## src/rtl/int_div_seq.sv

```systemverilog
// Sequential radix-2 restoring integer divider: one quotient bit per cycle, WIDTH cycles per op.
// Optional two's-complement mode is enabled with the DIV_SIGNED_EN macro (adds input signed_i).
module int_div_seq #(
  parameter int WIDTH = 16
) (
  input  logic             clk_i,
  input  logic             rst_ni,
  input  logic             in_valid_i,
  output logic             in_ready_o,
  input  logic [WIDTH-1:0] dividend_i,
  input  logic [WIDTH-1:0] divisor_i,
  input  logic             flush_i,
  output logic             out_valid_o,
  input  logic             out_ready_i,
  output logic [WIDTH-1:0] quotient_o,
  output logic [WIDTH-1:0] remainder_o,
  output logic             div_zero_o
`ifdef DIV_SIGNED_EN
  ,
  input  logic             signed_i
`endif
);

  localparam int CW = (WIDTH > 1) ? $clog2(WIDTH) : 1;
  localparam logic [CW-1:0] LAST_STEP = CW'(WIDTH - 1);

  typedef enum logic [1:0] {IDLE, BUSY, DONE} state_t;

  state_t           state_q, state_d;
  logic [CW-1:0]    cnt_q;
  logic [WIDTH-1:0] rem_q;      // partial remainder, final remainder in DONE
  logic [WIDTH-1:0] quot_q;     // dividend bits shift out as quotient bits shift in
  logic [WIDTH-1:0] divisor_q;
  logic             div_zero_q;
  logic             neg_quot_q;
  logic             neg_rem_q;

  logic             accept;
  logic             last_step;
  logic [WIDTH-1:0] dividend_mag, divisor_mag;
  logic             neg_quot_in, neg_rem_in;
  logic [WIDTH:0]   shifted;
  logic [WIDTH-1:0] rem_step, quot_step;
  logic [WIDTH-1:0] rem_final, quot_final;

  assign accept    = (state_q == IDLE) && in_valid_i;
  assign last_step = (state_q == BUSY) && (cnt_q == LAST_STEP);

  // Operand conditioning: the core always divides magnitudes.
  always_comb begin
    dividend_mag = dividend_i;
    divisor_mag  = divisor_i;
    neg_quot_in  = 1'b0;
    neg_rem_in   = 1'b0;
`ifdef DIV_SIGNED_EN
    neg_rem_in  = signed_i & dividend_i[WIDTH-1];
    neg_quot_in = signed_i & (dividend_i[WIDTH-1] ^ divisor_i[WIDTH-1]);
    if (signed_i && dividend_i[WIDTH-1]) dividend_mag = '0 - dividend_i;
    if (signed_i && divisor_i[WIDTH-1])  divisor_mag  = '0 - divisor_i;
`endif
  end

  // One restoring step. The shifted remainder is below 2*divisor, so a true
  // non-negative difference always fits in WIDTH bits.
  always_comb begin
    shifted = {rem_q, quot_q[WIDTH-1]};
    if (shifted >= {1'b0, divisor_q}) begin
      rem_step  = shifted[WIDTH-1:0] - divisor_q;
      quot_step = {quot_q[WIDTH-2:0], 1'b1};
    end else begin
      rem_step  = shifted[WIDTH-1:0];
      quot_step = {quot_q[WIDTH-2:0], 1'b0};
    end
  end

  // Sign fix-up applied once on the last step; divide-by-zero always yields all ones.
  always_comb begin
    quot_final = neg_quot_q ? ('0 - quot_step) : quot_step;
    rem_final  = neg_rem_q  ? ('0 - rem_step)  : rem_step;
    if (div_zero_q) quot_final = '1;
  end

  // NOTE: sequential state uses non-blocking assignments so every register samples pre-edge values.
  always_ff @(posedge clk_i or negedge rst_ni) begin
    if (!rst_ni) state_q <= IDLE;
    else         state_q <= state_d;
  end

  // NOTE: state_d gets its default before the case so no path leaves it unassigned (no latch).
  always_comb begin
    state_d = state_q;
    if (flush_i) begin
      state_d = IDLE;
    end else begin
      case (state_q)
        IDLE:    if (in_valid_i)  state_d = BUSY;
        BUSY:    if (last_step)   state_d = DONE;
        DONE:    if (out_ready_i) state_d = IDLE;
        default: state_d = IDLE;
      endcase
    end
  end

  // NOTE: datapath registers are reset too, so outputs read zero after reset rather than stale data.
  always_ff @(posedge clk_i or negedge rst_ni) begin
    if (!rst_ni) begin
      cnt_q      <= '0;
      rem_q      <= '0;
      quot_q     <= '0;
      divisor_q  <= '0;
      div_zero_q <= 1'b0;
      neg_quot_q <= 1'b0;
      neg_rem_q  <= 1'b0;
    end else if (!flush_i) begin
      if (accept) begin
        cnt_q      <= '0;
        rem_q      <= '0;
        quot_q     <= dividend_mag;
        divisor_q  <= divisor_mag;
        div_zero_q <= (divisor_i == '0);
        neg_quot_q <= neg_quot_in;
        neg_rem_q  <= neg_rem_in;
      end else if (state_q == BUSY) begin
        cnt_q  <= cnt_q + 1'b1;
        rem_q  <= last_step ? rem_final  : rem_step;
        quot_q <= last_step ? quot_final : quot_step;
      end
    end
  end

  assign in_ready_o  = (state_q == IDLE);
  assign out_valid_o = (state_q == DONE);
  assign quotient_o  = quot_q;
  assign remainder_o = rem_q;
  assign div_zero_o  = div_zero_q;

endmodule

```

## config.mk

```make
export PLATFORM = sky130hd
export DESIGN_NAME = int_div_seq
export DESIGN_NICKNAME = d
export VERILOG_FILES = /design/src/rtl/int_div_seq.sv
export SDC_FILE = /design/constraint.sdc
export NUM_CORES = 1
export LEC_CHECK = 0
export ABC_AREA = 1
export CAP_MARGIN = 10
export CORE_MARGIN = 1.5
export CORE_UTILIZATION = 33
export DETAILED_ROUTE_END_ITERATION = 10
export PLACE_DENSITY = 0.61
export SYNTH_ARGS = -nofsm -noshare
export SYNTH_HDL_FRONTEND = slang
export SYNTH_SLANG_ARGS = --single-unit
```

## constraint.sdc

```tcl
create_clock -name clk_i -period 2.47 [get_ports clk_i]
set_input_delay 0.494 -clock clk_i [delete_from_list [all_inputs] [get_ports clk_i]]
set_output_delay 0.494 -clock clk_i [all_outputs]
set_load 0.1 [all_outputs]
```

==> flow_metrics.env, run 1 <==
export IMPL_port_buffers=71
export IMPL_fin_nets=624
export IMPL_die_area_um2=12100
export IMPL_maxCapViolCount=0
export IMPL_syn_nets=555
export IMPL_synthesis_area_um2=3770
export IMPL_yosys_area_top_type="dfrtp_1"
export IMPL_numCtsBuffers=5
export IMPL_htree_levels=2
export IMPL_start_util_pct=34.3
export IMPL_antenna_left=0
export IMPL_synth_edff_count=0
export IMPL_num_vias=3443
export IMPL_drc_errors=0
export IMPL_cp_buffers_inverters=0
export IMPL_crit_chain="ha_1 > nand2_1 > nand2_1 > nand2_1 > nand2_1 > nand2_1 > nand2_2 > nor2_8 > nand2_8 > nand2_1 > nand3_1 > o21ai_0"
export IMPL_grt_pass1_vias=3425
export IMPL_syn_to_final_growth_pct=24.4
export IMPL_io_pins=72
export IMPL_synth_top_cells_by_area="dfrtp_1, nand2_1, inv_1"
export IMPL_clock_sinks=55
export IMPL_setup_violations=0
export IMPL_cp_max_fo=17
export IMPL_cpMostUsedCell="nand2_1"
export IMPL_antenna_found_initial=0
export IMPL_status="finished, final reports clean"
export IMPL_end_kind="flip-flop"
export IMPL_whs_ns=0.141
export IMPL_first_iter_violations=129
export IMPL_cp_data_arrival_time_ns=2.35
export IMPL_ys_seq_area_share_pct=36.5
export IMPL_layout_commonest_cell="nand2_1"
export IMPL_die_h_um=110
export IMPL_core_region_area_um2=11000
export IMPL_rsz0062_at_grt="false"
export IMPL_crit_family="simple AND/OR/NAND/NOR gates"
export IMPL_worstReg2RegStart="remainder_o[9]$_DFFE_PN0P_"
export IMPL_tns_ns=0
export IMPL_reg2regPathDepth=12
export IMPL_slowest_stage="dfrtp_1"
export IMPL_ys_flop_type="dfrtp_1"
export IMPL_grt_pass1_wl_um=16000
export IMPL_avgViaCountPerCell=4.85
export IMPL_clock_skew_final_ns=0.00607
export IMPL_layout_common_cells="nand2_1, inv_1, dfrtp_1, buf_4, clkdlybuf4s50_1"
export IMPL_clock_fmax_ghz=0.466
export IMPL_worst_setup_path_type="reg -> reg"
export IMPL_r2r_setup_slack_ns=0.33
export IMPL_synth_top_area_share_pct=36.5
export IMPL_cp_required_ns=2.68
export IMPL_insertion_delay_ns=0.30
export IMPL_cts_resized=0
export IMPL_finalCriticalPeriod_ns=2.14
export IMPL_maxSlewHeadroom_pct=61.7
export IMPL_cts_setup_buffers=0
export IMPL_worst_pin_slew_ns=0.573
export IMPL_syn_inst=500
export IMPL_gp_congestion=0.875
export IMPL_grt_use_total_pct=17.0
export IMPL_rows=38
export IMPL_hold_viol=0
export IMPL_r2r_end="remainder_o[5]$_DFFE_PN0P_"
export IMPL_cts_clk_slew_worst_paths_ns=0.07
export IMPL_num_antenna_cells=0
export IMPL_grt_max_degree=39
export IMPL_drv_slew=0
export IMPL_drt_pre_antenna_iters=4
export IMPL_detail_route_wl_per_cell_um=13.5
export IMPL_finalCritPeriodShare_pct=86.8
export IMPL_avgSynthCellArea_um2=7.53
export IMPL_overflow=0
export IMPL_cts_tree="done"
export IMPL_slowest_delay_ns=0.41
export IMPL_place_hpwl_um=7470
export IMPL_drive_gt1_share_pct=18.2
export IMPL_hold_class="in -> async"
export IMPL_drt_wl_total_um=9580
export IMPL_cts_hold_buf=0
export IMPL_clockBufferDepth=2
export IMPL_synth_async_reset_ratio_pct=100
export IMPL_final_util_pct=42.7
export IMPL_yosys_cell_types_count=42
export IMPL_ys_seq_elements=55
export IMPL_cts_root_buf="clkbuf_16"
export IMPL_die_w_um=110
export IMPL_ys_warn_count=0
export IMPL_cp_start_kind="flip-flop"
stage by stage:
step	std cells	area (um^2)	worst slack [ns]
2_1_floorplan	500	3770	0.0321
3_3_place_gp	702	4490	0.359
3_5_place_dp	702	4490	0.286
4_1_cts	710	4690	0.296
5_1_grt	710	4690	0.121
6_report	710	4690	0.326
routing by layer:
metal	vias to the layer above	track usage (%)	part of all wire, %
met1	1601	20.9	45
met5	-	0	0
met2	77	29.5	48
li1	1748	-	-
met4	0	5.66	1.7
met3	17	3.79	5.3
Yosys cell counts, types with 3 or more instances:
cell type,instances
nand3_2,14
nand3_1,33
inv_2,15
nand2_2,8
o22ai_1,14
nand3b_1,8
o21ai_1,13
nor3_1,8
inv_1,67
a21oi_1,8
xnor2_1,4
nor2_4,3
nor2_1,15
o21ai_0,25
ha_1,17
nand2_1,143
nand2_4,3
dfrtp_1,55
nand4_1,6
buf_6,3
clkbuf_1,4
buf_2,3
or2_2,3
kinds of logic (layout without fill, tap and decap cells):
kind of cell	count (synthesis)	count (layout)	synth area share, %
flip-flops	55	55	36.5
XOR/XNOR	6	6	1.40
multiplexers	1	1	0.266
adder cells (fa/ha/maj)	18	18	6.18
AND/OR/NAND/NOR	255	255	34.3
AO/OA/AOI/OAI	69	69	10.4
buffers and inverters	96	166	10.9
sequential cells by signal, indices dropped and copies added, names as in the netlist:
name,count
cnt_q,4
div_zero_o,1
divisor_q,16
quotient_o,16
remainder_o,16
state_q,2
worst reg2reg max path, cell delays in order (launching register included):
cell	delay, ns
dfrtp_1	0.41
ha_1	0.40
nand2_1	0.11
nand2_1	0.08
nand2_1	0.07
nand2_1	0.06
nand2_1	0.07
nand2_2	0.09
nor2_8	0.31
nand2_8	0.20
nand2_1	0.10
nand3_1	0.06
o21ai_0	0.09
final cells by class:
cell class                      instances  area, um^2
Fill cell                            1106        6300
Multi-Input combinational cell        349        1980
Sequential cell                        55        1380
Timing Repair Buffer                   76         656
Inverter                               82         308
Tap cell                              140         175
Clock buffer                            5         125
Clock inverter                          3        67.6
worst max path at each step:
stage,depth (start not counted),to,from
final,12,remainder_o[5]$_DFFE_PN0P_,remainder_o[9]$_DFFE_PN0P_
after global routing,12,remainder_o[0]$_DFFE_PN0P_,remainder_o[9]$_DFFE_PN0P_
after CTS,10,remainder_o[5]$_DFFE_PN0P_,remainder_o[13]$_DFFE_PN0P_
after detailed placement,7,quotient_o[2]$_DFFE_PN0P_,in_valid_i
after global placement,12,remainder_o[9]$_DFFE_PN0P_,remainder_o[9]$_DFFE_PN0P_
after floorplan,10,quotient_o[0]$_DFFE_PN0P_,remainder_o[13]$_DFFE_PN0P_
Power of run 1 is not shown: default switching activity piles up to over one toggle a cycle in this logic, so the estimate is an artifact.
==> inputs of run 2 (changes only) <==
--- a/config.mk
+++ b/config.mk
@@ -10,7 +10,7 @@
 export CORE_MARGIN = 1.5
 export CORE_UTILIZATION = 33
 export DETAILED_ROUTE_END_ITERATION = 10
-export PLACE_DENSITY = 0.61
+export PLACE_DENSITY = 0.63
 export SYNTH_ARGS = -nofsm -noshare
 export SYNTH_HDL_FRONTEND = slang
 export SYNTH_SLANG_ARGS = --single-unit
==> constraint.sdc (replaced) <==
create_clock -name clk_i -period 1.95 [get_ports clk_i]
set_input_delay 0.39 -clock clk_i [delete_from_list [all_inputs] [get_ports clk_i]]
set_output_delay 0.39 -clock clk_i [all_outputs]
set_load 0.1 [all_outputs]
==> run 2 against run 1 <==
The flow now finishes with violations (setup timing). Maximum frequency grew 8.3%. Non-clock buffer count up 28. Global-route usage grew 1.4 points. Via count up 5.4%. First-iteration DRC count increased by 49%. Cell area up 18%. Largest cell class unchanged.
==> flow_metrics.env, run 2 (synthesized netlist as in run 1, its figures left out) <==
export IMPL_start_util_pct=34.3
export IMPL_nFillCells=998
export IMPL_overflow=0
export IMPL_cts_root_buf="clkbuf_16"
export IMPL_worst_setup_path_type="reg -> reg"
export IMPL_top_usage_layer="met2"
export IMPL_num_vias=3629
export IMPL_cp_required_ns=2.13
export IMPL_cp_max_fo=8
export IMPL_rsz0062_at_grt="true"
export IMPL_rows=38
export IMPL_numCtsBuffers=5
export IMPL_finalCritPeriodShare_pct=102
export IMPL_violations="setup timing"
export IMPL_grt_use_total_pct=18.5
export IMPL_grtUsageMet2_pct=31.6
export IMPL_grt_pass1_vias=3681
export IMPL_num_antenna_cells=0
export IMPL_status="finished, violations left"
export IMPL_detail_route_wl_per_cell_um=14.2
export IMPL_end_kind="flip-flop"
export IMPL_drt_pre_antenna_iters=4
export IMPL_fin_ws_ns=-0.0295
export IMPL_die_area_um2=12100
export IMPL_cts_clk_slew_worst_paths_ns=0.07
export IMPL_r2r_setup_slack_ns=-0.03
export IMPL_setup_violations=7
export IMPL_use_met1_pct=23.6
export IMPL_avgViaCountPerCell=4.91
export IMPL_clockBufferDepth=2
export IMPL_clock_sinks=55
export IMPL_gp_congestion=0.854
export IMPL_die_w_um=110
export IMPL_maxSlewHeadroom_pct=68.5
export IMPL_layout_common_cells="nand2_1, inv_1, buf_4, dfrtp_1, clkdlybuf4s50_1"
export IMPL_htree_levels=2
export IMPL_drive_gt1_share_pct=31.4
export IMPL_cts_hold_buf=0
export IMPL_core_region_area_um2=11000
export IMPL_grt_pass1_wl_um=17300
export IMPL_drv_slew=0
export IMPL_place_hpwl_um=8130
export IMPL_first_iter_violations=192
export IMPL_port_buffers=71
export IMPL_drt_wl_total_um=10500
export IMPL_worst_pin_slew_ns=0.473
export IMPL_dp_cells=724
export IMPL_preCtsSetupSlack_ns=-0.0908
export IMPL_insertion_delay_ns=0.30
export IMPL_clock_fmax_ghz=0.505
export IMPL_hold_class="in -> async"
export IMPL_grtUsageMet3_pct=3.97
export IMPL_antenna_left=0
export IMPL_final_area_um2=5530
export IMPL_drc_errors=0
export IMPL_io_pins=72
export IMPL_syn_to_final_growth_pct=46.9
export IMPL_maxCapViolCount=0
export IMPL_final_cells=739
export IMPL_placed_area_um2=5200
export IMPL_hold_viol=0
export IMPL_grt_max_degree=38
export IMPL_cp_start_kind="flip-flop"
export IMPL_antenna_found_initial=0
export IMPL_cp_data_arrival_time_ns=2.16
export IMPL_tns_ns=-0.103
export IMPL_layout_commonest_cell="nand2_1"
export IMPL_fin_nets=653
export IMPL_clock_skew_final_ns=0.00441
export IMPL_die_h_um=110
export IMPL_finalCriticalPeriod_ns=1.98
export IMPL_cts_tree="done"
-- run 2: worst paths after layout --
kind,start,endpoint,cells after the start
setup / recovery,remainder_o[13]$_DFFE_PN0P_,remainder_o[12]$_DFFE_PN0P_,11
hold / removal,rst_ni,quotient_o[11]$_DFFE_PN0P_,1
setup reg to reg,remainder_o[13]$_DFFE_PN0P_,remainder_o[12]$_DFFE_PN0P_,11
hold reg to reg,divisor_q[0]$_DFFE_PN0P_,divisor_q[0]$_DFFE_PN0P_,2
max in group asynchronous,rst_ni,remainder_o[4]$_DFFE_PN0P_,2
min in group clk_i,divisor_q[0]$_DFFE_PN0P_,divisor_q[0]$_DFFE_PN0P_,2
-- run 2: cell type report --
cell class | instances | area [um^2] | area share [%]
Sequential cell | 55 | 1440 | 25.9
Multi-Input combinational cell | 350 | 2270 | 41.0
Tap cell | 140 | 175 | 3.17
Clock inverter | 2 | 35.0 | 0.633
Clock buffer | 6 | 139 | 2.51
Timing Repair Buffer | 104 | 1170 | 21.2
Inverter | 82 | 308 | 5.56
-- run 2: metal layers --
layer / wire, um / share of wire (%)
met5: 0 / 0
met4: 197 / 1.9
met3: 617 / 5.9
met2: 4960 / 47
met1: 4710 / 45
-- run 2: metrics by stage --
| stage | utilization [%] | hold slack [ns] |
|---|---|---|
| global placement | 47.3 | 0.370 |
| floorplan | - | 0.0944 |
| global route | 50.4 | 0.0789 |
| finish | 50.4 | 0.0417 |
| detailed placement | 47.3 | 0.370 |
| CTS | 49.1 | 0.0492 |
-- run 2: timing repair --
item                                    4_1_cts  5_1_grt
pin swaps                                     1       16
cloned                                        0        1
endpoints found under the setup margin       17       17
setup buffers                                 3        3
resized for setup                             0       31
-- run 2: worst max-delay path: stages (launching register included) --
cell and delay, ns:
dfrtp_4 0.49, ha_4 0.30, nand3b_1 0.18, nor2_2 0.20, nand2_4 0.08, nor2_8 0.11
nor2_8 0.07, buf_12 0.13, nand2_8 0.10, nand3_2 0.09, nand3_2 0.06, nand2_1 0.06
Power of run 2 is left out for the same reason.
